$ cat config.mk
export PLATFORM = sky130hd
export DESIGN_NAME = port_ctrl
export DESIGN_NICKNAME = d
export VERILOG_FILES = /design/src/rtl/types_pkg.sv /design/src/rtl/port_prio_pick.sv /design/src/rtl/port_ctrl.sv
export SDC_FILE = /design/constraint.sdc
export NUM_CORES = 1
export LEC_CHECK = 0
export ABC_AREA = 1
export BUFFER_PORTS_ARGS = -buffer_cell sky130_fd_sc_hd__buf_2
export CELL_PAD_IN_SITES_DETAIL_PLACEMENT = 1
export CELL_PAD_IN_SITES_GLOBAL_PLACEMENT = 1
export CORE_MARGIN = 4
export CORE_UTILIZATION = 36
export CTS_BUF_LIST = sky130_fd_sc_hd__clkbuf_8
export DETAILED_ROUTE_END_ITERATION = 8
export PLACE_DENSITY_LB_ADDON = 0.1
export SKIP_CTS_REPAIR_TIMING = 1
export SYNTH_ARGS = -nofsm -noshare
export SYNTH_HDL_FRONTEND = slang
export SYNTH_SLANG_ARGS = --single-unit
$ cat constraint.sdc
create_clock -name CLK -period 1.9 [get_ports CLK]
set_input_delay 0.38 -clock CLK [delete_from_list [all_inputs] [get_ports CLK]]
set_output_delay 0.38 -clock CLK [all_outputs]
set_load 0.05 [all_outputs]
$ cat src/rtl/types_pkg.sv
// Shared types for the TIS-100 node: word, port selects, directions, port_ctrl states.
package types_pkg;

  localparam int unsigned WORD_W = 11;
  localparam int unsigned NDIR   = 4;

  typedef logic signed [WORD_W-1:0] word_t;
  typedef logic [1:0]               dir_t;

  typedef enum logic [2:0] {
    P_NIL, P_ACC, P_UP, P_DOWN, P_LEFT, P_RIGHT, P_ANY, P_LAST
  } port_t;

  localparam dir_t D_UP    = 2'd0;
  localparam dir_t D_DOWN  = 2'd1;
  localparam dir_t D_LEFT  = 2'd2;
  localparam dir_t D_RIGHT = 2'd3;

  // ANY priority / rotation order; element 0 is offered first
  localparam logic [NDIR-1:0][1:0] ANY_ORDER = {D_DOWN, D_UP, D_RIGHT, D_LEFT};

  typedef enum logic [1:0] {
    ST_IDLE, ST_RX_WAIT, ST_TX_WAIT, ST_DONE
  } pctl_state_t;

  function automatic logic [NDIR-1:0] dir_onehot(input dir_t d);
    return NDIR'(1) << d;
  endfunction

  // Zero mask means the port has no neighbor traffic (NIL, ACC, unresolved LAST)
  function automatic logic [NDIR-1:0] port_mask(input port_t p, input logic last_vld,
                                                input dir_t last_dir);
    case (p)
      P_UP:    return dir_onehot(D_UP);
      P_DOWN:  return dir_onehot(D_DOWN);
      P_LEFT:  return dir_onehot(D_LEFT);
      P_RIGHT: return dir_onehot(D_RIGHT);
      P_ANY:   return '1;
      P_LAST:  return last_vld ? dir_onehot(last_dir) : '0;
      default: return '0;
    endcase
  endfunction

  function automatic dir_t port_dir(input port_t p, input dir_t last_dir);
    case (p)
      P_UP:    return D_UP;
      P_DOWN:  return D_DOWN;
      P_LEFT:  return D_LEFT;
      P_RIGHT: return D_RIGHT;
      default: return last_dir;
    endcase
  endfunction

endpackage

$ cat src/rtl/port_prio_pick.sv
// Fixed-priority pick LEFT > RIGHT > UP > DOWN: one-hot grant plus winning index.
module port_prio_pick
  import types_pkg::*;
(
  input  logic [NDIR-1:0] req,
  output logic [NDIR-1:0] gnt,
  output dir_t            idx,
  output logic            any
);

  always_comb begin
    gnt = '0;
    idx = D_LEFT;
    any = 1'b1;
    if (req[D_LEFT]) begin
      idx = D_LEFT;
    end else if (req[D_RIGHT]) begin
      idx = D_RIGHT;
    end else if (req[D_UP]) begin
      idx = D_UP;
    end else if (req[D_DOWN]) begin
      idx = D_DOWN;
    end else begin
      any = 1'b0;
    end
    if (any) gnt = dir_onehot(idx);
  end

endmodule

$ cat src/rtl/port_ctrl.sv
// Neighbor-port sequencer: runs rx/tx valid/ready handshakes, resolves ANY/LAST, stalls PC.
module port_ctrl
  import types_pkg::*;
(
  input  logic                   CLK,
  input  logic                   nRST,
  input  logic                   rx,
  input  port_t                  rx_port,
  input  logic                   tx,
  input  port_t                  tx_port,
  input  word_t                  tx_data,
  output word_t                  rx_data,
  output logic                   rx_complete,
  output logic                   tx_complete,
  output logic                   pc_stall,
  output logic [NDIR-1:0]        out_valid,
  output word_t                  out_data,
  input  logic [NDIR-1:0]        out_ready,
  input  logic [NDIR-1:0]        in_valid,
  input  logic [NDIR*WORD_W-1:0] in_data,
  output logic [NDIR-1:0]        in_ready
);

  pctl_state_t     state_q, state_d;
  logic            rx_pend_q, rx_pend_d, tx_pend_q, tx_pend_d, tx_live_q, tx_live_d;
  logic            tx_any_q, tx_any_d, last_vld_q, last_vld_d;
  logic            rx_cmp_q, rx_cmp_d, tx_cmp_q, tx_cmp_d;
  logic [NDIR-1:0] rx_mask_q, rx_mask_d, out_valid_q, out_valid_d;
  dir_t            tx_dir_q, tx_dir_d, last_dir_q, last_dir_d, rot_q, rot_d;
  word_t           out_data_q, out_data_d, rx_data_q, rx_data_d;

  logic [NDIR-1:0] rx_req_mask, tx_req_mask, pick_gnt;
  dir_t            pick_idx;
  logic            pick_any;
  word_t           in_word;

  assign rx_req_mask = port_mask(rx_port, last_vld_q, last_dir_q);
  assign tx_req_mask = port_mask(tx_port, last_vld_q, last_dir_q);
  assign in_word     = word_t'(in_data[WORD_W*32'(pick_idx) +: WORD_W]);

  port_prio_pick u_pick (
    .req (rx_mask_q & in_valid),
    .gnt (pick_gnt),
    .idx (pick_idx),
    .any (pick_any)
  );

  assign in_ready    = (state_q == ST_RX_WAIT) ? pick_gnt : '0;
  assign pc_stall    = ((state_q == ST_IDLE) && (rx || tx)) ||
                       (state_q == ST_RX_WAIT) || (state_q == ST_TX_WAIT);
  assign rx_data     = rx_data_q;
  assign rx_complete = rx_cmp_q;
  assign tx_complete = tx_cmp_q;
  assign out_valid   = out_valid_q;
  assign out_data    = out_data_q;

  always_comb begin
    state_d     = state_q;
    rx_pend_d   = rx_pend_q;
    tx_pend_d   = tx_pend_q;
    tx_live_d   = tx_live_q;
    tx_any_d    = tx_any_q;
    tx_dir_d    = tx_dir_q;
    rx_mask_d   = rx_mask_q;
    rot_d       = rot_q;
    out_valid_d = out_valid_q;
    out_data_d  = out_data_q;
    rx_data_d   = rx_data_q;
    last_vld_d  = last_vld_q;
    last_dir_d  = last_dir_q;
    rx_cmp_d    = 1'b0;
    tx_cmp_d    = 1'b0;

    case (state_q)
      ST_IDLE: begin
        if (rx || tx) begin
          rx_pend_d = rx;
          tx_pend_d = tx;
          rx_mask_d = rx ? rx_req_mask : '0;
          tx_live_d = tx && (tx_req_mask != '0);
          tx_any_d  = (tx_port == P_ANY);
          tx_dir_d  = port_dir(tx_port, last_dir_q);
          rot_d     = '0;
          if (rx && (rx_req_mask != '0)) begin
            state_d = ST_RX_WAIT;
          end else begin
            if (rx) rx_data_d = '0;
            if (tx_live_d) begin
              // A null source (MOV NIL,dst) sends zero, never tx_data
              state_d     = ST_TX_WAIT;
              out_data_d  = rx ? '0 : tx_data;
              out_valid_d = tx_any_d ? dir_onehot(ANY_ORDER[0]) : dir_onehot(tx_dir_d);
            end else begin
              state_d  = ST_DONE;
              rx_cmp_d = rx;
              tx_cmp_d = tx;
            end
          end
        end
      end

      ST_RX_WAIT: begin
        if (pick_any) begin
          rx_data_d = in_word;
          if (rx_mask_q == '1) begin
            last_vld_d = 1'b1;
            last_dir_d = pick_idx;
          end
          if (tx_live_q) begin
            state_d     = ST_TX_WAIT;
            out_data_d  = in_word;
            out_valid_d = tx_any_q ? dir_onehot(ANY_ORDER[0]) : dir_onehot(tx_dir_q);
          end else begin
            state_d  = ST_DONE;
            rx_cmp_d = rx_pend_q;
            tx_cmp_d = tx_pend_q;
          end
        end
      end

      ST_TX_WAIT: begin
        if ((out_valid_q & out_ready) != '0) begin
          state_d     = ST_DONE;
          out_valid_d = '0;
          rx_cmp_d    = rx_pend_q;
          tx_cmp_d    = tx_pend_q;
          if (tx_any_q) begin
            last_vld_d = 1'b1;
            last_dir_d = ANY_ORDER[rot_q];
          end
        end else if (tx_any_q) begin
          // Withdraw and move the single offer on, so only one neighbor can ever take it
          rot_d       = rot_q + 2'd1;
          out_valid_d = dir_onehot(ANY_ORDER[rot_d]);
        end
      end

      ST_DONE: state_d = ST_IDLE;

      default: state_d = ST_IDLE;
    endcase
  end

  always_ff @(posedge CLK or negedge nRST) begin
    if (!nRST) begin
      state_q     <= ST_IDLE;
      rx_pend_q   <= 1'b0;
      tx_pend_q   <= 1'b0;
      tx_live_q   <= 1'b0;
      tx_any_q    <= 1'b0;
      tx_dir_q    <= D_UP;
      rx_mask_q   <= '0;
      rot_q       <= '0;
      out_valid_q <= '0;
      out_data_q  <= '0;
      rx_data_q   <= '0;
      last_vld_q  <= 1'b0;
      last_dir_q  <= D_UP;
      rx_cmp_q    <= 1'b0;
      tx_cmp_q    <= 1'b0;
    end else begin
      state_q     <= state_d;
      rx_pend_q   <= rx_pend_d;
      tx_pend_q   <= tx_pend_d;
      tx_live_q   <= tx_live_d;
      tx_any_q    <= tx_any_d;
      tx_dir_q    <= tx_dir_d;
      rx_mask_q   <= rx_mask_d;
      rot_q       <= rot_d;
      out_valid_q <= out_valid_d;
      out_data_q  <= out_data_d;
      rx_data_q   <= rx_data_d;
      last_vld_q  <= last_vld_d;
      last_dir_q  <= last_dir_d;
      rx_cmp_q    <= rx_cmp_d;
      tx_cmp_q    <= tx_cmp_d;
    end
  end

endmodule

---- Word level (Yosys, flattened, before mapping) ----
Index checks and enable logic that the tools add are counted.
cells by class
  add/sub/neg operators ................... 1
  multipliers ............................. 1
  $lt $le $gt $ge ......................... 2
  equal/unequal tests ..................... 27
  shift-type cells ........................ 6
  multiplexer cells ....................... 78
  bitwise gates (word level) .............. 2
  reduce and logical (&&, ||, !) cells .... 21
operator list
  operator             count
  $mux 11              10
  $mux 4               13
  $pmux 4 s6           2
  $pmux 11 s2          2
  $shiftx 44x7->11     1
  $mux 2               19
  $eq 3x3->1 const B   8
  $mux 1               22
  $shl 1x2->4 const A  5
  $pmux 2 s4           2
  $eq 3x2->1 const B   4
  $ne 2x2->1 const B   6
  $pmux 4 s3           1
  $reduce_bool 4->1    3
  $reduce_and 5->1     2
  $and 4x4->4          2
  $bmux 2 s2           2
  $ne 2x1->1 const B   4
  $pmux 2 s2           2
  $reduce_and 7->1     1
  $lt 2x3->1 const B   2
  $mul 4x2->6 const A  1
  $pmux 1 s3           2
  $reduce_and 6->1     1
  other kinds (14)     21
storage, ports and cells
  register bits ........................... 45
  input bits .............................. 73

---- Logic depth before layout (Yosys ltp) ----
Gate-level depths: netlist (run 1).
  word-level depth ........................ 10
  mapped depth ............................ 14
  depth with buffers taken out ............ 13

---- By module ----
A second synthesis (run 1) with hierarchy kept.
second synthesis, totals
  cell total of the unflattened synthesis .. 454
  area total of the unflattened synthesis .. 3,060.4 um^2
by module, submodules not included
  module          times used  cells an instance  area each (um^2)  sequential area each (um^2)
  port_ctrl       1           439                2,999.1           1,126.1
  port_prio_pick  1           15                 61.3              0.0

---- Worst setup path after synthesis (run 1) ----
No wires, ideal clock.
  path kind ............................... reg-to-output
  from .................................... register state_q[1]
  to ...................................... output in_ready[0]
  data arrival time ....................... 2.003 ns
  data required time ...................... 1.520 ns
  setup slack ............................. -0.483 ns
  cell stages (with the launch flop) ...... 6
  path buffers ............................ 1
  cell sequence ........................... dfrtp_1 -> inv_1 -> ha_1 -> buf_2 -> inv_1 -> nor3_1
between the ends
  cells in the longest elaborated chain, start to end .. 2
ends and longest elaborated chain
  element                 RTL line          source
  start, declared         port_ctrl.sv:24   pctl_state_t state_q, state_d;
  start signal, assigned  port_ctrl.sv:162  state_q <= state_d;
  $eq 2x1->1              port_ctrl.sv:48   assign in_ready = (state_q == ST_RX_WAIT) ? pick_gnt : '0;
  $mux 4                  port_ctrl.sv:48
  end, declared           port_ctrl.sv:21   output logic [NDIR-1:0] in_ready
No other way between the ends.

---- Worst setup path in the final report (run 1) ----
  from .................................... register state_q[0]
  to ...................................... output pc_stall
between the ends
  cells in the longest elaborated chain, start to end .. 4
  elaborated cells on any way between the ends .. 6
  classes of those cells .................. eq/ne (2); reduce/logical (4)
ends and longest elaborated chain
  element               RTL line         source
  $logic_not 2->1       port_ctrl.sv:49  assign pc_stall = ((state_q == ST_IDLE) && (rx || tx)) ||
  $logic_and 1x1->1     port_ctrl.sv:49
  $logic_or 1x1->1      port_ctrl.sv:49
  $logic_or 1x1->1 (*)  port_ctrl.sv:50  (state_q == ST_RX_WAIT) || (state_q == ST_TX_WAIT);
  end, declared         port_ctrl.sv:15  output logic pc_stall,
Every way passes the cells marked *; elsewhere a longest branch is shown, timed or not.

==> results of run 1 <==
==> sequential cells by signal, summed over array words and instances (netlist names), 2 cells and up <==
name,flops
tx_dir_q,2
last_dir_q,2
rot_q,2
out_valid,4
out_data,11
rx_mask_q,4
rx_data,11
state_q,2
==> Yosys cell counts <==
master	n	area share
a211oi_1	1	0.0024
a211oi_4	1	0.0063
a21oi_1	11	0.017
a22oi_1	1	0.0024
a31oi_1	1	0.0020
buf_1	1	0.0012
buf_2	11	0.017
buf_4	2	0.0047
buf_6	2	0.0071
clkbuf_1	4	0.0047
clkinv_1	1	0.0012
dfrtp_1	45	0.35
ha_1	10	0.039
inv_1	73	0.086
nand2_1	192	0.23
nand2_2	5	0.0099
nand2_4	1	0.0035
nand3_1	89	0.14
nand4_1	5	0.0099
nor2_1	17	0.020
nor2_2	1	0.0020
nor3_1	4	0.0063
o21ai_0	18	0.028
o22ai_1	2	0.0039
or2_2	1	0.0020
==> power by group <==
part,total [mW],switching [mW],internal (mW)
Sequential,1.62,0.263,1.36
Combinational,4.92,3.36,1.56
Clock,0.634,0.368,0.266
Total,7.18,3.99,3.19
==> through the flow <==
stage	setup WS (ns)	instances	utilization
finish	-0.0241	728	0.486
global route	-0.0577	728	0.486
CTS	-0.197	723	0.466
detailed placement	-0.0467	715	0.455
global placement	0.0502	715	0.455
floorplan	-0.0769	499	-
==> final cells by class <==
type | count | share of cell area
Clock buffer | 5 | 0.0164
Clock inverter | 3 | 0.00596
Inverter | 74 | 0.0667
Multi-Input combinational cell | 360 | 0.421
Sequential cell | 45 | 0.268
Tap cell | 108 | 0.0322
Timing Repair Buffer | 133 | 0.189
==> cell families after synthesis <==
family,count (synthesis)
adders and majority gates,10
and+or+nand+nor,315
AOI/OAI and AO/OA,35
DFF,45
buffers and inverters,94
==> placed cells by master, fill, tap and decap left out <==
| cell type | netlist | final |
|---|---|---|
| a211oi_1 | 1 | 1 |
| a211oi_4 | 1 | 1 |
| a21oi_1 | 11 | 11 |
| a22oi_1 | 1 | 1 |
| a31oi_1 | 1 | 1 |
| buf_12 | 0 | 1 |
| buf_2 | 11 | 100 |
| buf_4 | 2 | 24 |
| buf_6 | 2 | 6 |
| buf_8 | 0 | 1 |
| clkbuf_8 | 0 | 5 |
| clkinv_1 | 1 | 1 |
| clkinv_4 | 0 | 1 |
| clkinvlp_4 | 0 | 1 |
| dfrtp_1 | 45 | 44 |
| dfrtp_2 | 0 | 1 |
| dlygate4sd3_1 | 0 | 1 |
| ha_1 | 10 | 7 |
| ha_4 | 0 | 3 |
| inv_1 | 73 | 68 |
| inv_2 | 0 | 4 |
| inv_4 | 0 | 1 |
| inv_6 | 0 | 1 |
| nand2_1 | 192 | 188 |
| nand2_2 | 5 | 5 |
| nand2_4 | 1 | 4 |
| nand2_8 | 0 | 1 |
| nand3_1 | 89 | 89 |
| nand4_1 | 5 | 5 |
| nor2_1 | 17 | 15 |
| nor2_2 | 1 | 1 |
| nor2_4 | 0 | 2 |
| nor3_1 | 4 | 2 |
| nor3_2 | 0 | 2 |
| o21ai_0 | 18 | 16 |
| o21ai_2 | 0 | 2 |
| o22ai_1 | 2 | 2 |
| or2_2 | 1 | 1 |
==> critical path, delay by kind of cell (launching register included) <==
kind	cells	cell delay (ns)
buf+inv	4	0.48
flops	1	0.46
fa+ha+maj	1	0.17
simple gates	1	0.13
==> layer usage <==
layer  share of wire  wire (um)  track usage
met5               0          0            0
met4           0.016        172       0.0474
met3           0.045        485       0.0300
met2            0.53       5740        0.393
met1            0.41       4450        0.251
==> path summary, 6_finish.rpt <==
path                             from       endpoint  slack [ns]  depth (start not counted)
max                        state_q[0]       pc_stall       -0.02                          6
min                                tx    tx_complete        0.41                          3
max reg2reg                state_q[0]  last_dir_q[1]        0.09                          9
min reg2reg                rx_data[3]     rx_data[3]        0.48                          2
max in group asynchronous        nRST     state_q[0]        0.73                          3
min in group asynchronous        nRST    out_data[5]        0.56                          2
==> run metrics, run 1 <==
setup violators final 1; first-pass GRT wire length 17,400 um; CTS Buf Count 5; GR Overflow Total 0; Routed WL per cell 14.9 um; maximum vdd drop 970 uV; Setup crit start kind register; Tightest Pin Transition 0.415 ns; crit path kind reg2out; setup_tns -0.0241 ns; post-synthesis cell area 3180 um^2; die width 102 um; GRT Util Overall 0.209; fmax 520 MHz; storage element area 1130 um^2; total power density per cell area 1710 nW/um^2; antenna-violating nets left 0; CP Cell Sequence inv_2 -> ha_4 -> inv_2 -> buf_6 -> nand4_1 -> buf_6; Tmin final 1.92 ns; DIE AREA 10,400 um^2; clock-pin slew on the worst setup and hold paths 0.09 ns; failing checks setup timing; post-route cell area 4200 um^2; xor-xnor portion of the synthesized cell area 0; H-tree depth 2; area of the multi-input gates 1770 um^2; crit path max fanout 7; Final WS setup -0.0241 ns; maximum clock path buffer count 2; max_cap viols 0; Final Net Count 702; Unique masters post-synth 25; Synth Warn # 0; Top-Level Pins 106; fraction of layout cells with a size suffix above 1 0.271; RePlAce Congestion 0.851; ANT cells 0; 1st-pass router iterations 4; Hold Path Class in2reg; Simple-Gate Fraction of Synth Area 0.421; mux cell area share after synthesis 0; Synth Instances 499; DRT iter0 DRCs 83; syn_area_per_cell 6.36 um^2; Design Power 7.18 mW; hpwl dp 8760 um; slew margin rel. 0.720; Core Area 8640 um^2; drt drc 0; fin. max-slew vios 0; routed vias 3,597; Area Overhead vs Synth 32.2%; IO buf count 105; largest family of logic cells by synthesized area simple AND/OR/NAND/NOR gates; CTS tree built; Via density 4.94; total wire length 10,800 um; final clock skew 0.00720 ns; initial antenna violation count 0; Crit path required time 1.52 ns; RSZ-0062 raised after global routing true; vias in the first global route 3,753; Largest stage delay, worst path 0.46 ns; highest-delay cell along the critical path dfrtp_2; initial core utilization 0.368; Adder-Cell Fraction of Synth Area 0.0394; outcome finished, violations left; compound-gate portion of the synthesized area 0.0626; Clock Latency Late Sink 0.31 ns; die height 102 um; Worst setup EP type output port; Final period util 1.01; post-synthesis register bit count 45; CTS root buf clkbuf_8; Seq/Total Area, Yosys 0.355; Cell Rows 34; Fin Hold WS 0.406 ns; Synth Net Count 582; crit path DAT 1.54 ns; largest net degree at the start of global routing 23; Fin. Hold Viols 0; leakage power 2.57 nW; CTS sink count 45; DP Area 3930 um^2; FILL cells 1,213
Note: power is estimated with default switching activity, not from simulation.
==> run 2, diff against run 1 <==
--- a/config.mk
+++ b/config.mk
@@ -14,6 +14,7 @@
 export CTS_BUF_LIST = sky130_fd_sc_hd__clkbuf_8
 export DETAILED_ROUTE_END_ITERATION = 8
 export PLACE_DENSITY_LB_ADDON = 0.1
+export SETUP_SLACK_MARGIN = 0.15
 export SKIP_CTS_REPAIR_TIMING = 1
 export SYNTH_ARGS = -nofsm -noshare
 export SYNTH_HDL_FRONTEND = slang
==> run metrics, run 2 (same netlist as run 1, synthesis figures left out) <==
FILL cells 1,197; Routed WL per cell 15.3 um; final core occ 0.504; highest-delay cell along the critical path dfrtp_1; die height 102 um; fin. max-slew vios 0; initial antenna violation count 0; Cell Rows 34; CTS sink count 45; GR Overflow Total 0; most frequent cells in the layout 180 x nand2_1, 100 x buf_2, 88 x nand3_1, 64 x inv_1, 44 x dfrtp_1; Final period util 1.05; vias in the first global route 3,585; CTS Buf Count 5; Top-Level Pins 106; met3 usage 0.0259; max_cap viols 0; initial core utilization 0.368; crit path kind reg2out; failing checks setup timing; antenna-violating nets left 0; leakage power 2.58 nW; GRT Util Overall 0.205; Fin. Hold Viols 0; Post-Place Setup Slack -0.00827 ns; Area Overhead vs Synth 37.0%; M1 GR Usage 0.244; H-tree depth 2; Non-Filler Instances 730; 1st-pass router iterations 4; ANT cells 0; Crit path required time 1.52 ns; total power density per cell area 1710 nW/um^2; most common cell after layout, fill and taps aside nand2_1; setup_tns -0.272 ns; CTS root buf clkbuf_8; Worst setup EP type output port; first-pass GRT wire length 17,000 um; maximum clock path buffer count 2; CTS tree built; Final WS setup -0.0888 ns; clock-pin slew on the worst setup and hold paths 0.10 ns; Via density 4.98; slew margin rel. 0.650; die width 102 um; outcome finished, violations left; Clock Latency Late Sink 0.31 ns; Largest stage delay, worst path 0.38 ns; largest net degree at the start of global routing 23; crit path max fanout 7; DIE AREA 10,400 um^2; RePlAce Congestion 0.802; crit path DAT 1.61 ns; hpwl dp 8590 um; Tmin final 1.99 ns; Hold Path Class in2async; Core Area 8640 um^2; fmax 503 MHz; DRT iter0 DRCs 99; met2 Use GR 0.391; drt drc 0; setup violators final 5; Tightest Pin Transition 0.526 ns; fraction of layout cells with a size suffix above 1 0.307; CP Cell Sequence inv_2 -> buf_4 -> ha_4 -> buf_12 -> nand2_8 -> nand4_1 -> buf_6; total wire length 11,200 um; RSZ-0062 raised after global routing true; maximum vdd drop 826 uV; CP top delay family buffers and inverters; Final Net Count 704; routed vias 3,632; placed insts 712; global route hottest layer met2; Setup crit start kind register; worst path bufs/invs 4; IO buf count 105; DP Area 3930 um^2; final clock skew 0.00735 ns; post-route cell area 4350 um^2
-- run 2: cell types whose count changed in the layout (fill, tap and decap cells not counted), sizes merged --
| cell | change |
|---|---|
| buf | +1 |
| clkinvlp | +5 |
| dlygate4sd3 | -1 |
| inv | -3 |
-- run 2: path summary, 6_finish.rpt --
path,start,end,slack (ns),depth (start not counted)
setup / recovery,state_q[1],pc_stall,-0.09,7
hold / removal,nRST,out_data[8],0.03,1
setup reg to reg,state_q[1],out_data[10],0.13,11
hold reg to reg,rx_data[4],rx_data[4],0.48,2
max in group asynchronous,nRST,last_dir_q[1],1.27,2
min in group CLK,tx_data[5],out_data[5],0.40,5
-- run 2: cell type report --
cell class,instances,area [um^2],share of cell area
clock inverter,3,25.0,0.00575
multi-input combinational,360,1880,0.433
clock buffer,5,68.8,0.0158
timing repair inverter,2,12.5,0.00288
sequential,45,1130,0.259
tap,108,135,0.0311
timing repair buffer,133,807,0.186
inverter,74,292,0.0670
-- run 2: routing by layer --
metal | vias up | part of all wire
li1 | 1808 | -
met5 | - | 0
met3 | 11 | 0.034
met1 | 1752 | 0.40
met4 | 0 | 0.0099
met2 | 61 | 0.55
-- run 2: where the power goes --
group | total, mW | internal (mW) | switching [mW]
Clock | 0.645 | 0.266 | 0.379
Sequential | 1.63 | 1.36 | 0.272
Combinational | 5.16 | 1.67 | 3.50
-- run 2: through the flow --
stage / hold slack (ns) / power (mW)
global route: 0.0652 / 8.04
global placement: 0.387 / 6.00
floorplan: 0.0844 / 4.91
finish: 0.0266 / 7.44
CTS: 0.0482 / 6.80
detailed placement: 0.392 / 6.13
==> run 3, diff against run 2 <==
--- a/config.mk
+++ b/config.mk
@@ -11,9 +11,9 @@
 export CELL_PAD_IN_SITES_GLOBAL_PLACEMENT = 1
 export CORE_MARGIN = 4
 export CORE_UTILIZATION = 36
-export CTS_BUF_LIST = sky130_fd_sc_hd__clkbuf_8
+export CTS_BUF_LIST = sky130_fd_sc_hd__clkbuf_4 sky130_fd_sc_hd__clkbuf_8
 export DETAILED_ROUTE_END_ITERATION = 8
-export PLACE_DENSITY_LB_ADDON = 0.1
+export PLACE_DENSITY_LB_ADDON = 0.12
 export SETUP_SLACK_MARGIN = 0.15
 export SKIP_CTS_REPAIR_TIMING = 1
 export SYNTH_ARGS = -nofsm -noshare
==> run metrics, run 3 (same netlist as run 1, synthesis figures left out) <==
outcome finished, violations left; failing checks setup timing; Via density 5.00; Final period util 1.05; GR Overflow Total 0; ANT cells 0; drt drc 0; DIE AREA 10,400 um^2; crit path kind reg2out; fmax 499 MHz; Top-Level Pins 106; most common cell after layout, fill and taps aside nand2_1; final core occ 0.496; P_int 3.26 mW; fin. max-slew vios 0; Area Overhead vs Synth 34.9%; maximum vdd drop 986 uV; setup violators final 5; setup_tns -0.246 ns; fraction of layout cells with a size suffix above 1 0.288; Cell Rows 34; vias in the first global route 3,661; GRT Util Overall 0.209; Clock power frac 0.089; hpwl dp 8580 um; share of power burned in registers 0.217; crit path DAT 1.62 ns; Largest stage delay, worst path 0.43 ns; FILL cells 1,193; initial core utilization 0.368; Worst setup EP type output port; Tmin final 2.00 ns; Non-Filler Instances 730; H-tree depth 2; max_cap viols 0; die height 102 um; Fin. Hold Viols 0; Setup crit start kind register; IO buf count 105; antenna-violating nets left 0; Logic pwr share 0.694; Routed WL per cell 15.3 um; DRT iter0 DRCs 89; first-pass GRT wire length 17,100 um; crit path max fanout 4; placed insts 711; Fin Hold WS 0.0295 ns; CP Cell Sequence inv_2 -> ha_4 -> clkinvlp_4 -> buf_4 -> nor2_4 -> buf_6; initial antenna violation count 0; CTS Buf Count 5; Clock Latency Late Sink 0.31 ns; routed vias 3,650; total power density per cell area 1730 nW/um^2; most frequent cells in the layout 185 x nand2_1, 100 x buf_2, 88 x nand3_1, 69 x inv_1, 45 x dfrtp_1; Design Power 7.40 mW; Core Area 8640 um^2; Final Net Count 704; RePlAce Congestion 0.831; Hold Path Class in2async; slew margin rel. 0.683; final clock skew 0.00738 ns; Switching Fraction 0.559; die width 102 um; Crit path required time 1.52 ns; clock-pin slew on the worst setup and hold paths 0.10 ns; largest net degree at the start of global routing 46; CTS sink count 45; Tightest Pin Transition 0.475 ns; CTS root buf clkbuf_8; sw power 4.14 mW; Final WS setup -0.103 ns; total wire length 11,200 um; highest-delay cell along the critical path dfrtp_1; RSZ-0062 raised after global routing true; CTS tree built; leakage power 2.59 nW; maximum clock path buffer count 2; 1st-pass router iterations 5; r2r setup slk -0.01 ns
-- run 3: cell types whose count changed in the layout (fill, tap and decap cells not counted), sizes merged --
cell	before	now
clkinvlp	6	2
buf	133	135
inv	71	73
-- run 3: stage by stage --
step | setup WS [ns] | area [um^2]
finish | -0.103 | 4280
global route | -0.179 | 4280
CTS | -0.266 | 4030
detailed placement | -0.0367 | 3930
global placement | 0.0487 | 3930
floorplan | 0.117 | 3240
-- run 3: final timing paths --
kind | startpoint | endpoint | cells past startpoint
setup / recovery | state_q[1] | in_ready[2] | 6
hold / removal | nRST | out_data[4] | 2
setup reg to reg | state_q[1] | out_data[0] | 10
hold reg to reg | rx_data[1] | rx_data[1] | 2
max in group asynchronous | nRST | tx_pend_q | 2
min in group CLK | tx | tx_pend_q | 3
-- run 3: cell type report --
class	count	area, um^2	share of cell area
sequential	45	1130	0.263
inverter	74	282	0.0657
multi-input combinational	360	1830	0.427
timing repair buffer	135	818	0.191
tap	108	135	0.0315
clock buffer	5	68.8	0.0161
clock inverter	3	25.0	0.00584
-- run 3: critical path: cells and delay by family (launching register included) --
kind	cells	cell delay, ns
adders and majority gates	1	0.17
buffers and inverters	4	0.63
DFF	1	0.43
and+or+nand+nor	1	0.09
-- run 3: routing by layer --
layer,vias to the layer above,GRT usage,wire length (um)
li1,1802,-,-
met1,1757,0.241,4470
met2,81,0.397,5990
met3,10,0.0341,567
met4,0,0.0535,148
met5,-,0,0
-- run 3: power by group through the flow --
stage	clock network, mW	logic, mW	registers (mW)
global route	0.711	5.63	1.65
global placement	0	4.42	1.60
detailed placement	0	4.55	1.62
CTS	0.674	4.57	1.60
finish	0.658	5.14	1.60
floorplan	0	2.51	2.39
